## src/rtl/multicycle_ctrl.sv

```systemverilog
// Multicycle MIPS control sequencer: one FSM spreads each instruction over 3-5 states
// and stalls memory states on the MIO_ready handshake.
module multicycle_ctrl (
    input  logic       clk,
    input  logic       reset,
    input  logic [5:0] OP,
    input  logic [5:0] Funct,
    input  logic       Zero,
    input  logic       MIO_ready,
    output logic       PCWrite,
    output logic       IorD,
    output logic       MemRead,
    output logic       MemWrite,
    output logic       CPU_MIO,
    output logic       IRWrite,
    output logic [1:0] RegDst,
    output logic [1:0] MemtoReg,
    output logic       RegWrite,
    output logic       ALUSrcA,
    output logic [1:0] ALUSrcB,
    output logic       ExtOp,
    output logic [2:0] ALU_Control,
    output logic [1:0] PCSource,
    output logic [3:0] state,
    output logic       illegal
);

    typedef enum logic [3:0] {
        ST_IF   = 4'd0,  ST_ID  = 4'd1,  ST_MADR = 4'd2,  ST_MRD = 4'd3,
        ST_LWB  = 4'd4,  ST_MWR = 4'd5,  ST_REX  = 4'd6,  ST_RWB = 4'd7,
        ST_BR   = 4'd8,  ST_J   = 4'd9,  ST_IEX  = 4'd10, ST_IWB = 4'd11,
        ST_JAL  = 4'd12, ST_JR  = 4'd13
    } state_t;

    localparam logic [2:0] ALU_ADD = 3'b010, ALU_SUB = 3'b110, ALU_AND = 3'b000,
                           ALU_OR  = 3'b001, ALU_SLT = 3'b111, ALU_NOR = 3'b100,
                           ALU_XOR = 3'b011;

    localparam logic [5:0] OP_RTYPE = 6'b000000, OP_LW   = 6'b100011, OP_SW   = 6'b101011,
                           OP_BEQ   = 6'b000100, OP_BNE  = 6'b000101, OP_J    = 6'b000010,
                           OP_JAL   = 6'b000011, OP_ADDI = 6'b001000, OP_ANDI = 6'b001100,
                           OP_ORI   = 6'b001101, OP_SLTI = 6'b001010;
    localparam logic [5:0] FUNCT_JR = 6'b001000;

    state_t cur_state, nxt_state;
    logic [2:0] r_alu;
    logic [2:0] i_alu;
    logic       i_ext;

    // NOTE: sequential state uses non-blocking assignment; the async reset is in the sensitivity list.
    always_ff @(posedge clk or negedge reset) begin
        if (!reset) cur_state <= ST_IF;
        else        cur_state <= nxt_state;
    end

    assign state = cur_state;

    // R-type and I-type ALU decodes; IR is stable for the whole instruction.
    always_comb begin
        unique case (Funct)
            6'b100010: r_alu = ALU_SUB;
            6'b100100: r_alu = ALU_AND;
            6'b100101: r_alu = ALU_OR;
            6'b101010: r_alu = ALU_SLT;
            6'b100111: r_alu = ALU_NOR;
            6'b100110: r_alu = ALU_XOR;
            default:   r_alu = ALU_ADD;
        endcase
    end

    always_comb begin
        i_alu = ALU_ADD;
        i_ext = 1'b1;
        case (OP)
            OP_SLTI: i_alu = ALU_SLT;
            OP_ANDI: begin i_alu = ALU_AND; i_ext = 1'b0; end
            OP_ORI:  begin i_alu = ALU_OR;  i_ext = 1'b0; end
            default: ;
        endcase
    end

    // NOTE: every output gets a default before the case so no latch can be inferred.
    always_comb begin
        nxt_state   = ST_IF;
        PCWrite     = 1'b0;
        IorD        = 1'b0;
        MemRead     = 1'b0;
        MemWrite    = 1'b0;
        CPU_MIO     = 1'b0;
        IRWrite     = 1'b0;
        RegDst      = 2'b00;
        MemtoReg    = 2'b00;
        RegWrite    = 1'b0;
        ALUSrcA     = 1'b0;
        ALUSrcB     = 2'b00;
        ExtOp       = 1'b0;
        ALU_Control = 3'b000;
        PCSource    = 2'b00;
        illegal     = 1'b0;

        case (cur_state)
            ST_IF: begin
                MemRead     = 1'b1;
                CPU_MIO     = 1'b1;
                ALUSrcB     = 2'b01;
                ALU_Control = ALU_ADD;
                // Held in reset, the fetch decode shows but nothing is loaded.
                PCWrite     = MIO_ready & reset;
                IRWrite     = MIO_ready & reset;
                nxt_state   = MIO_ready ? ST_ID : ST_IF;
            end
            ST_ID: begin
                ALUSrcB     = 2'b11;
                ExtOp       = 1'b1;
                ALU_Control = ALU_ADD;
                case (OP)
                    OP_RTYPE:                         nxt_state = (Funct == FUNCT_JR) ? ST_JR : ST_REX;
                    OP_LW, OP_SW:                     nxt_state = ST_MADR;
                    OP_BEQ, OP_BNE:                   nxt_state = ST_BR;
                    OP_J:                             nxt_state = ST_J;
                    OP_JAL:                           nxt_state = ST_JAL;
                    OP_ADDI, OP_ANDI, OP_ORI, OP_SLTI: nxt_state = ST_IEX;
                    default: begin
                        nxt_state = ST_IF;
                        illegal   = 1'b1;
                    end
                endcase
            end
            ST_MADR: begin
                ALUSrcA     = 1'b1;
                ALUSrcB     = 2'b10;
                ExtOp       = 1'b1;
                ALU_Control = ALU_ADD;
                nxt_state   = (OP == OP_SW) ? ST_MWR : ST_MRD;
            end
            ST_MRD: begin
                IorD      = 1'b1;
                MemRead   = 1'b1;
                CPU_MIO   = 1'b1;
                nxt_state = MIO_ready ? ST_LWB : ST_MRD;
            end
            ST_LWB: begin
                MemtoReg = 2'b01;
                RegWrite = 1'b1;
            end
            ST_MWR: begin
                IorD      = 1'b1;
                MemWrite  = 1'b1;
                CPU_MIO   = 1'b1;
                nxt_state = MIO_ready ? ST_IF : ST_MWR;
            end
            ST_REX: begin
                ALUSrcA     = 1'b1;
                ALU_Control = r_alu;
                nxt_state   = ST_RWB;
            end
            ST_RWB: begin
                RegDst   = 2'b01;
                RegWrite = 1'b1;
            end
            ST_BR: begin
                ALUSrcA     = 1'b1;
                ALU_Control = ALU_SUB;
                PCSource    = 2'b01;
                PCWrite     = (OP == OP_BNE) ? ~Zero : Zero;
            end
            ST_J: begin
                PCSource = 2'b10;
                PCWrite  = 1'b1;
            end
            ST_JAL: begin
                PCSource = 2'b10;
                PCWrite  = 1'b1;
                RegDst   = 2'b10;
                MemtoReg = 2'b10;
                RegWrite = 1'b1;
            end
            ST_JR: begin
                PCSource = 2'b11;
                PCWrite  = 1'b1;
            end
            ST_IEX: begin
                ALUSrcA     = 1'b1;
                ALUSrcB     = 2'b10;
                ALU_Control = i_alu;
                ExtOp       = i_ext;
                nxt_state   = ST_IWB;
            end
            ST_IWB: begin
                ALU_Control = i_alu;
                ExtOp       = i_ext;
                RegWrite    = 1'b1;
            end
            default: nxt_state = ST_IF;
        endcase
    end

endmodule

```

## config.mk

```make
export PLATFORM = sky130hd
export DESIGN_NAME = multicycle_ctrl
export DESIGN_NICKNAME = d
export VERILOG_FILES = /design/src/rtl/multicycle_ctrl.sv
export SDC_FILE = /design/constraint.sdc
export NUM_CORES = 1
export LEC_CHECK = 0
export CAP_MARGIN = 20
export CORE_MARGIN = 2
export CORE_UTILIZATION = 40
export CTS_CLUSTER_DIAMETER = 150
export DETAILED_ROUTE_END_ITERATION = 6
export PLACE_DENSITY_LB_ADDON = 0.1
export SYNTH_ARGS = -nofsm -noshare
export SYNTH_HDL_FRONTEND = slang
export SYNTH_SLANG_ARGS = --single-unit
```

## constraint.sdc

```tcl
create_clock -name clk -period 1.9 [get_ports clk]
set_input_delay 0.285 -clock clk [delete_from_list [all_inputs] [get_ports clk]]
set_output_delay 0.285 -clock clk [all_outputs]
set_load 0.02 [all_outputs]
```

# Yosys cells after proc, flatten, opt, wreduce, memory -nomap -nowiden

Cells that the tools add are included.

Bits of input ports: 16
Flip-flop bits (word level): 4
Logic and storage cells: 78

Reductions and logical operators: 18
Eq/ne operators: 30
Multiplexer cells: 27
Bitwise gates (word level): 2

Operators with widths:

| operator             | number |
|---|---|
| $eq A6 B6 Y1 const B | 8 |
| $eq A6 B4 Y1 const B | 5 |
| $pmux W4 S7          | 1 |
| $eq A4 B4 Y1 const B | 6 |
| $pmux W4 S6          | 1 |
| $pmux W3 S6          | 1 |
| $reduce_or A2 Y1     | 9 |
| $eq A4 B3 Y1 const B | 4 |
| $eq A6 B2 Y1 const B | 2 |
| $eq A6 B3 Y1 const B | 2 |
| $mux W1              | 12 |
| $pmux W2 S3          | 2 |
| $pmux W3 S4          | 1 |
| $reduce_or A4 Y1     | 3 |
| $reduce_or A11 Y1    | 1 |
| $mux W3              | 3 |
| $pmux W3 S3          | 1 |
| $reduce_or A3 Y1     | 3 |
| $eq A4 B2 Y1 const B | 2 |
| $pmux W2 S2          | 2 |
| $logic_not A6 Y1     | 1 |
| $eq A4 B1 Y1 const B | 1 |
| $logic_not A4 Y1     | 1 |
| $mux W4              | 1 |
| other kinds (4)      | 4 |

# Depth between registers and ports, before layout

Word-level depth: 4
Mapped depth: 6
Gate-level depth less buffers: 4

# Worst setup path before layout

OpenSTA, ideal clock, no wires.

Path kind: flip-flop to output port
From: reg cur_state[1] (netlist: state[1])
To: out ALUSrcA
Required time: 1.615 ns
Arrival time: 1.670 ns
Cell stages (with the launch flop): 5
Setup slack: -0.055 ns
Path buffers: 2
Cell sequence: dfrtp_1 clkbuf_1 clkbuf_1 nor2_1 a211oi_1

Cells in the longest elaborated chain, start to end: 3
Elaborated cells on any way between the ends: 6

Ends and longest elaborated chain:

| what                                 | line | RTL |
|---|---|---|
| start: declaration                   | 45   | `state_t cur_state, nxt_state;` |
| start signal: assignment             | 53   | `else cur_state <= nxt_state;` |
| $eq A4 B4 Y1 (tied with other cells) | 101  | `case (cur_state)` |
| $reduce_or A4 Y1 (no line) (*)       | n/a  |  |
| $mux W1 (*)                          | 101  |  |
| end: declaration                     | 19   | `output logic ALUSrcA,` |

Mark *: on every way between the ends. The rest lies on a longest branch, timed or not.

# Worst setup path after layout

From: reg cur_state[1] (netlist: state[1])
To: out ALU_Control[1]

Cells in the longest elaborated chain, start to end: 3
Elaborated cells on any way between the ends: 10

Ends and longest elaborated chain:

| what                                                           | line | RTL |
|---|---|---|
| $eq A4 B1 Y1 (tied with other cells)                           | 101  |  |
| $reduce_or A3 Y1 (no line) or $reduce_or A2 Y1 (tied branches) | n/a  |  |
| $pmux W3 S4 (*)                                                | 101  |  |
| end: declaration                                               | 22   | `output logic [2:0] ALU_Control,` |

Marks and branches as above.

==> reports/qor.yml <==
drt:
  routed-via-count: 1284
  avgRoutedWirePerCell_um: 15.0
  drc_errors: 0
  first_pass_iters: 4
  wirelength_mm: 3.39
  antenna_left: 0
  viasPerCell: 5.68
  drtIter0Drc: 35
power:
  p_per_area_mw_per_mm2: 386
  leakage_nw: 0.774
  power_uw: 630
  ir_worst_vdd_uv: 258
clock_tree:
  cts_hold_buffers: 0
  cts_root_buf: "clkbuf_4"
  clk_latency_ns: 0.24
  htreeDepth: 1
  cts_tree: "done"
  numCtsBuffers: 3
  clk_pin_slew_ns: 0.04
  clockBufferDepth: 2
  cts.sinks: 4
synth:
  yosysTopAreaCellShare: 0.122
  synth_top_cell_by_area: "dfrtp_1"
  ys_ff_latch: 4
  synth-simple-area-share: 0.437
  syn_area_per_cell_um2: 7.13
  netlist_top_cells_area: "dfrtp_1 12%, nor2_1 7.3%, nand2b_1 6.1%"
  yosys_warnings: 0
  synth_top_family_by_area: "simple AND/OR/NAND/NOR gates"
  async_flop_share: 1.00
  synth_compound_area_frac: 0.344
  synth_xor_area_frac: 0.0321
  yosysSeqAreaShare: 0.122
  ys_dominant_reg_cell: "dfrtp_1"
  synthAdderAreaFrac: 0
  synthMuxAreaShare: 0
  syn_area_um2: 820
  synth_edf_count: 0
  syn_inst: 115
  synth_cell_types: 46
  syn-num-nets: 131
run_status:
  outcome: "finished, violations left"
  violations: "setup timing"
flow_run:
  maxCapViolations: 0
floorplan:
  start_util: 0.422
  num_rows: 16
  die_y_um: 49.3
  die-area_mm2: 0.00243
  core_area_mm2: 0.00194
  die_x_um: 49.3
  num_io_pins: 41
critical_path:
  r2r_end: "state[0]"
  path_cells: "buf_6, nor4bb_4, a31oi_1, nor2_1, buf_4, a221o_1, buf_6"
  cp_top_family: "flip-flops"
  ff2ff_path_depth: 6
  worstPathRequired_ns: 1.62
  r2r-start: "state[0]"
  arrival_ns: 1.77
  max_stage_delay_ns: 0.44
  worst-path-max-fanout: 5
  cp-start-kind: "flop"
  critPathMostFrequentCell: "buf_6"
  end_kind: "primary output"
  crit_type: "flop to primary output"
  cpMaxStageDelayCell: "dfrtp_2"
  crit_buf_inv: 3
  reg2reg_slack_ns: 0.25
sta:
  slew_headroom: 0.774
  finalClockSkew_ns: 0.00198
  rsz0062_at_grt: "true"
  finalSetupViolCount: 2
  finalCritPeriodShare: 1.08
  final_hold_viol_count: 0
  fin_ws_ns: -0.156
  timing.fmax_mhz: 486
  drv_slew: 0
  min_period_ns: 2.06
  tightest_slew_ns: 0.338
placed_design:
  dp_hpwl_mm: 2.46
  routabilityCongestion: 0.900
  placedCellCount: 216
  portBuffers: 40
final_layout:
  diodes: 0
  area_delta_synth_final_pct: 98.9
  nets: 217
  final_common_cell: "buf_4"
  instances_no_fill: 226
  drive_above_1_share: 0.447
  final_cell_mix: "50 x buf_4, 13 x nor2_1, 12 x clkdlybuf4s50_1"
  utilization: 0.840
  largest_register_ff_count: 4
grt:
  grt_max_degree: 14
  grt_pass1_wl_mm: 5.40
  antenna_found_initial: 0
  grt-ovfl-total: 0
  grt_usage: 0.277
  grt_pass1_vias: 1241
hold_path:
  hold_path.class: "input port to asynchronous set/reset pin"
layout make-up:
class | instances | area, um^2
multi-input combinational | 100 | 753
timing repair buffer | 90 | 712
fill | 134 | 312
sequential | 4 | 101
tap | 27 | 33.8
clock buffer | 3 | 22.5
inverter | 2 | 7.51
power breakdown:
| group | leakage (nW) | internal [mW] | switching, mW | total, mW |
|---|---|---|---|---|
| Combinational | 0.708 | 0.213 | 0.210 | 0.423 |
| Clock | 0.0138 | 0.0711 | 0.0410 | 0.112 |
| Sequential | 0.0525 | 0.0908 | 0.00455 | 0.0953 |
what timing repair did:
item,4_1_cts,5_1_grt
buffers inserted,4,3
setup endpoints to repair,21,16
resized for setup,72,25
pin swaps,7,7
metal layers:
layer  part of all wire  wire length [um]  vias up  GRT usage
met4              0.019                66        0     0.0905
met5                  0                 0        -          0
met3              0.052               176       11     0.0215
met2               0.53              1800       52      0.536
li1                   -                 -      611          -
met1               0.40              1350      610      0.312
through the flow:
stage	instance area, um^2	setup WS (ns)	hold slack, ns	TNS (ns)
CTS	1620	-0.114	0.347	-0.177
finish	1630	-0.156	0.356	-0.188
detailed placement	1540	-0.714	0.602	-5.14
floorplan	825	0.0249	-0.0106	0
global route	1630	-0.215	0.377	-0.330
global placement	1540	-0.711	0.603	-4.73
synthesized netlist by cell type (3+ instances only):
| library cell | n |
|---|---|
| nor2b_1 | 8 |
| nor2_1 | 16 |
| nand2b_1 | 8 |
| nand2_1 | 7 |
| dfrtp_1 | 4 |
| o32ai_1 | 3 |
| a31oi_1 | 3 |
| a21o_1 | 3 |
| clkbuf_1 | 6 |
| a21oi_1 | 5 |
| a2bb2oi_1 | 3 |
how the worst max path moves through the flow:
stage,startpoint,cells after the start,to
after global routing,state[1],7,ALU_Control[1]
after detailed placement,OP[5],6,PCWrite
final,state[1],7,ALU_Control[1]
after CTS,state[1],7,ALU_Control[1]
after global placement,OP[5],6,PCWrite
after floorplan,state[1],5,ExtOp
kinds of logic (layout without fill, tap and decap cells):
kind of cell              after synthesis  count (layout)
buffers and inverters                  11              95
xor gates and xnor gates                3               3
and+or+nand+nor                        60              60
DFF                                     4               4
AOI/OAI and AO/OA                      37              37
Power figures use the tool's default switching activity.
